$ cat src/rtl/dvp_pattern_tx.sv
// dvp_pattern_tx: OV7670-style parallel pixel bus transmitter (RGB444, two
// bytes per pixel) producing selectable test patterns with scaled VGA timing.
//
// Ports
//   clk          system clock
//   reset_       asynchronous active-low reset
//   enable       start a frame at the next frame boundary while high
//   pattern_sel  0 colour bars, 1 grey ramp, 2 checkerboard, 3 solid
//   solid_color  {R,G,B} used by the solid pattern
//   pclk         pixel clock, clk/2
//   vsync        frame sync, active high
//   href         high during active bytes of active lines
//   d            pixel byte: even slot {0,R}, odd slot {G,B}
//   frame_done   one-clk pulse on the edge that ends a frame
module dvp_pattern_tx #(
    parameter int unsigned H_ACTIVE      = 640,
    parameter int unsigned H_BLANK       = 144,
    parameter int unsigned V_ACTIVE      = 480,
    parameter int unsigned VSYNC_LINES   = 3,
    parameter int unsigned V_BACK_LINES  = 17,
    parameter int unsigned V_FRONT_LINES = 10
) (
    input  logic        clk,
    input  logic        reset_,
    input  logic        enable,
    input  logic [1:0]  pattern_sel,
    input  logic [11:0] solid_color,
    output logic        pclk,
    output logic        vsync,
    output logic        href,
    output logic [7:0]  d,
    output logic        frame_done
);

    localparam int unsigned LINE_SLOTS  = 2 * (H_ACTIVE + H_BLANK);
    localparam int unsigned FRAME_LINES = VSYNC_LINES + V_BACK_LINES + V_ACTIVE + V_FRONT_LINES;
    localparam int unsigned SLOT_W      = (LINE_SLOTS > 1) ? $clog2(LINE_SLOTS) : 1;
    localparam int unsigned LINE_W      = (FRAME_LINES > 1) ? $clog2(FRAME_LINES) : 1;
    localparam int unsigned ACT_FIRST   = VSYNC_LINES + V_BACK_LINES;
    localparam int unsigned ACT_END     = ACT_FIRST + V_ACTIVE;
    localparam int unsigned ACT_SLOTS   = 2 * H_ACTIVE;
    localparam int unsigned BAR_W       = H_ACTIVE / 8;

    localparam logic [0:0] ST_IDLE  = 1'b0;
    localparam logic [0:0] ST_FRAME = 1'b1;

    logic [0:0]        state,     state_nxt;
    logic [SLOT_W-1:0] slot_x,    slot_nxt;
    logic [LINE_W-1:0] line_y,    line_nxt;
    logic [1:0]        pat_sel,   pat_sel_nxt;
    logic [11:0]       pat_solid, pat_solid_nxt;
    logic              done_nxt;
    logic              vsync_nxt;
    logic              href_nxt;
    logic [7:0]        d_nxt;

    logic [15:0]       px;
    logic [2:0]        bar_idx;
    logic              py_b3;
    logic [11:0]       rgb;

    // Frame sequencing: everything advances only on the pclk 1->0 edge.
    always_comb begin
        state_nxt     = state;
        slot_nxt      = slot_x;
        line_nxt      = line_y;
        pat_sel_nxt   = pat_sel;
        pat_solid_nxt = pat_solid;
        done_nxt      = 1'b0;
        if (pclk) begin
            case (state)
                ST_IDLE: begin
                    if (enable) begin
                        state_nxt     = ST_FRAME;
                        slot_nxt      = '0;
                        line_nxt      = '0;
                        pat_sel_nxt   = pattern_sel;
                        pat_solid_nxt = solid_color;
                    end
                end
                ST_FRAME: begin
                    if (slot_x == SLOT_W'(LINE_SLOTS - 1)) begin
                        slot_nxt = '0;
                        if (line_y == LINE_W'(FRAME_LINES - 1)) begin
                            line_nxt = '0;
                            done_nxt = 1'b1;
                            if (enable) begin
                                pat_sel_nxt   = pattern_sel;
                                pat_solid_nxt = solid_color;
                            end else begin
                                state_nxt = ST_IDLE;
                            end
                        end else begin
                            line_nxt = line_y + LINE_W'(1);
                        end
                    end else begin
                        slot_nxt = slot_x + SLOT_W'(1);
                    end
                end
                default: state_nxt = ST_IDLE;
            endcase
        end
    end

    // Bus outputs for the slot about to be presented.
    always_comb begin
        vsync_nxt = (state_nxt == ST_FRAME) && (32'(line_nxt) < VSYNC_LINES);
        href_nxt  = (state_nxt == ST_FRAME)
                  && (32'(line_nxt) >= ACT_FIRST) && (32'(line_nxt) < ACT_END)
                  && (32'(slot_nxt) < ACT_SLOTS);

        px      = 16'(slot_nxt >> 1);
        bar_idx = 3'(px / 16'(BAR_W));
        // Only bit 3 of the active line index matters for the checkerboard.
        py_b3   = 1'((line_nxt - LINE_W'(ACT_FIRST)) >> 3);

        case (pat_sel_nxt)
            2'd0:    rgb = {{4{~bar_idx[1]}}, {4{~bar_idx[2]}}, {4{~bar_idx[0]}}};
            2'd1:    rgb = {px[5:2], px[5:2], px[5:2]};
            2'd2:    rgb = (px[3] ^ py_b3) ? 12'hFFF : 12'h000;
            default: rgb = pat_solid_nxt;
        endcase

        d_nxt = 8'h00;
        if (href_nxt) begin
            d_nxt = slot_nxt[0] ? rgb[7:0] : {4'h0, rgb[11:8]};
        end
    end

    // State, counters, latched pattern and registered bus outputs.
    always_ff @(posedge clk or negedge reset_) begin
        if (!reset_) begin
            state      <= ST_IDLE;
            slot_x     <= '0;
            line_y     <= '0;
            pat_sel    <= 2'd0;
            pat_solid  <= 12'h000;
            pclk       <= 1'b0;
            vsync      <= 1'b0;
            href       <= 1'b0;
            d          <= 8'h00;
            frame_done <= 1'b0;
        end else begin
            state      <= state_nxt;
            slot_x     <= slot_nxt;
            line_y     <= line_nxt;
            pat_sel    <= pat_sel_nxt;
            pat_solid  <= pat_solid_nxt;
            pclk       <= ~pclk;
            vsync      <= vsync_nxt;
            href       <= href_nxt;
            d          <= d_nxt;
            frame_done <= done_nxt;
        end
    end

endmodule

$ cat config.mk
export PLATFORM = sky130hd
export DESIGN_NAME = dvp_pattern_tx
export DESIGN_NICKNAME = d
export VERILOG_FILES = /design/src/rtl/dvp_pattern_tx.sv
export SDC_FILE = /design/constraint.sdc
export NUM_CORES = 1
export LEC_CHECK = 0
export BUFFER_PORTS_ARGS = -buffer_cell sky130_fd_sc_hd__buf_2
export CORE_AREA = 5 5 80 82
export CTS_BUF_LIST = sky130_fd_sc_hd__clkbuf_4
export DETAILED_ROUTE_END_ITERATION = 10
export DIE_AREA = 0 0 85 87
export PLACE_DENSITY = 0.77
export SLEW_MARGIN = 20
export SYNTH_ARGS = -nofsm -noshare
export SYNTH_HDL_FRONTEND = slang
export SYNTH_SLANG_ARGS = --single-unit
$ cat constraint.sdc
create_clock -name clk -period 5.2 [get_ports clk]
set_input_delay 1.04 -clock clk [delete_from_list [all_inputs] [get_ports clk]]
set_output_delay 1.04 -clock clk [all_outputs]
set_load 0.02 [all_outputs]
==> run_results.csv <==
group,metric,value,unit
worst_hold_path,hp-start,"pat_solid[11]",
drt,drt_iter0_markers,218,
worst_setup_path,r2r_cells,10,
floorplan,initial_core_util,50.33,%
drt,dr.pass1.iters,5,
logic_synthesis,synthXorXnorAreaFrac,1.226,%
cells_and_area,fin_area,3112,um^2
worst_setup_path,start_kind,"flop",
worst_setup_path,r2r_start,"slot_x[6]",
worst_setup_path,crit_required,5.48,ns
drt,vias,2469,
clock_tree,numCtsBuffers,5,
logic_synthesis,synth-compound-area-share,22.34,%
logic_synthesis,yosysTopAreaCell,"dfrtp_1",
grt,grt_pass1_vias,2352,
grt,grt_use_total,18.55,%
timing,tns,0,ns
logic_synthesis,yosys.area.top_type_share,41.17,%
logic_synthesis,yosysWarnings,0,
timing,setup_viol,0,
logic_synthesis,yosysSeqAreaShare,41.17,%
logic_synthesis,ys_seq_elements,47,
floorplan,rows,28,
worst_setup_path,crit_arrival,3.86,ns
logic_synthesis,synth_mux_area_share,8.410,%
floorplan,top_level_ports,29,
logic_synthesis,synthAdderAreaFrac,2.102,%
logic_synthesis,synth-edff-count,0,
timing,fin_skew,0.01070,ns
cells_and_area,insertedDiodeCount,0,
pwr,power.leakage,1.451,nW
flow_run,drv_cap,0,
worst_setup_path,r2r_setup_slack,1.62,ns
worst_hold_path,hold_depth,1,
clock_tree,cts.sinks,47,
drt,ant_nets,0,
logic_synthesis,synth_area,2856,um^2
cells_and_area,fillers,513,
floorplan,die_h,87,um
worst_setup_path,critPathMaxFanout,11,
worst_hold_path,hold_path.class,"reg2reg",
timing,max_freq,279.4,MHz
timing,rsz0062_at_grt,"no",
drt,viasPerCell,6.363,
clock_tree,clock_latency,0.39,ns
placement,port_buffers,28,
clock_tree,max-clock-path-buffers,2,
placement,post_dp_cell_area,3024,um^2
timing,slew_viol_final,0,
cells_and_area,nets,333,
clock_tree,hold_buffers,0,
floorplan,die_w,85,um
worst_setup_path,reg2reg_to,"d[4]",
clock_tree,htree_levels,2,
floorplan,core,5675,um^2
timing,finalHoldViolCount,0,
worst_setup_path,crit_type,"reg2reg",
placement,place_hpwl,4787,um
clock_tree,path_clk_slew,0.15,ns
grt,antenna_found_initial,0,
floorplan,die_area,7395,um^2
grt,grt_pass1_wl,11070,um
logic_synthesis,synth_top_family_by_area,"compound AO/OA/AOI/OAI gates",
drt,drc,0,
clock_tree,cts_setup_buffers,0,
grt,grt_max_degree,48,
outcome,status,"completed",
timing,slew_headroom,53.76,%
cells_and_area,final_layout_size_suffix_gt1_share,25.88,%
worst_setup_path,crit_path_end_kind,"flop",
clock_tree,ctsResizeCount,0,
logic_synthesis,synthCells,283,
worst_hold_path,hold_path_end,"pat_solid[11]",
logic_synthesis,synthesis.nets,304,
logic_synthesis,synth_top_cells_by_area,"dfrtp_1 (41%), mux2_2 (6.3%), nand2_1 (3.8%)",
drt,drt_wl_total,6770,um
pwr,p_per_area,198.2,nW/um^2
timing,worstMarginPinSlew,0.6937,ns
logic_synthesis,ys.flop_type,"dfrtp_1",
logic_synthesis,avgSynthCellArea,10.09,um^2
clock_tree,cts_tree,"yes",
logic_synthesis,yosys.area_share.simple,20.06,%
pwr,vdd.ir_drop.worst,0.1476,mV
clock_tree,root_buffer,"clkbuf_4",
logic_synthesis,async_flop_share,100.0,%
logic_synthesis,ys_types,72,
grt,grt_overflow,0,
timing,finalCritPeriodShare,68.84,%
drt,avgRoutedWirePerCell,17.45,um
cells_and_area,area.growth.synth_to_final,8.935,%
placement,place_congestion,0.8802,
timing,min_period,3.580,ns
## flip-flops by register name (all words and copies together), names as in the netlist
name,count
pat_solid,12
vsync,1
d,8
slot_x,11
pclk,1
line_y,9
frame_done,1
href,1
pat_sel,2
state,1
## how the worst max path moves through the flow
stage                    from  endpoint  slack (ns)
CTS                 slot_x[6]      d[4]        1.65
global route        slot_x[6]      d[6]        1.29
floorplan           slot_x[6]      d[4]        2.18
global placement    slot_x[6]      d[4]        1.76
finish              slot_x[6]      d[4]        1.62
detailed placement     enable      d[7]        1.64
## placed cells by master, fill, tap and decap left out, types with 5 or more instances in the layout
master and instances:
buf_2 27, a21oi_1 9, nor3_1 5, mux2_2 16, inv_1 12, nand2_1 29, nor2_1 16, dfrtp_1 47
clkbuf_4 5, nand4_1 7, a311oi_1 6, nand3_1 11, o21ai_0 15
## critical path, cell delays in order, from the launching register on
cell and delay (ns):
dfrtp_1 0.48, or4_4 0.55, or4_4 0.54, o21ai_2 0.34, o21ai_0 0.15, nand2_1 0.09
o21ai_0 0.12, ha_1 0.36, xor2_1 0.25, o21ai_0 0.17, a2111oi_1 0.41
## report_power, final
| part | switching [W] | total (W) | internal [W] |
|---|---|---|---|
| Sequential | 0 | 0.000366 | 0.000366 |
| Combinational | 0.00000994 | 0.0000146 | 0.00000467 |
| Clock | 0.000133 | 0.000237 | 0.000104 |
| Total | 0.000143 | 0.000617 | 0.000474 |
## cell families after synthesis
group                    Yosys count
AO/OA/AOI/OAI                     81
XOR/XNOR                           4
adder cells (fa/ha/maj)            5
buffers and inverters             22
flip-flops                        47
multiplexers                      21
AND/OR/NAND/NOR                  103
## area by class of cell
type | instances | area, um^2 | area share [%]
Tap cell | 75 | 93.84 | 3.016
Inverter | 14 | 52.55 | 1.689
Clock buffer | 5 | 37.54 | 1.206
Sequential cell | 47 | 1176 | 37.80
Timing Repair Buffer | 30 | 157.7 | 5.066
Clock inverter | 3 | 47.55 | 1.528
Multi-Input combinational cell | 214 | 1546 | 49.70
## per-layer routing
layer	track usage (%)	vias to the layer above	wire [um]
met4	8.921	0	234
met3	2.554	26	503
met5	0	-	0
li1	-	1139	-
met2	30.23	138	3178
met1	24.38	1166	2853
## stage by stage
step / std cells / hold slack (ns) / utilization [%] / total power (W) / setup slack [ns]
6_report: 388 / 0.5111 / 54.83 / 0.0006167 / 1.620
5_1_grt: 388 / 0.5239 / 54.83 / 0.0006358 / 1.295
4_1_cts: 388 / 0.5106 / 54.78 / 0.0006199 / 1.646
3_5_place_dp: 380 / 0.4788 / 53.28 / 0.0003876 / 1.641
3_3_place_gp: 380 / 0.4771 / 53.28 / 0.0003872 / 1.757
2_1_floorplan: 283 / 0.4666 / - / 0.0003730 / 2.179
## Yosys cell counts (5+ instances only)
cell type and number:
dfrtp_1 47, mux2_2 16, nand4_1 7, a21oi_1 9, nand3_1 11, nor2_1 16
o21ai_0 15, nor3_1 5, a311oi_1 6, inv_1 12, nand2_1 29
Power figures use the tool's default switching activity.
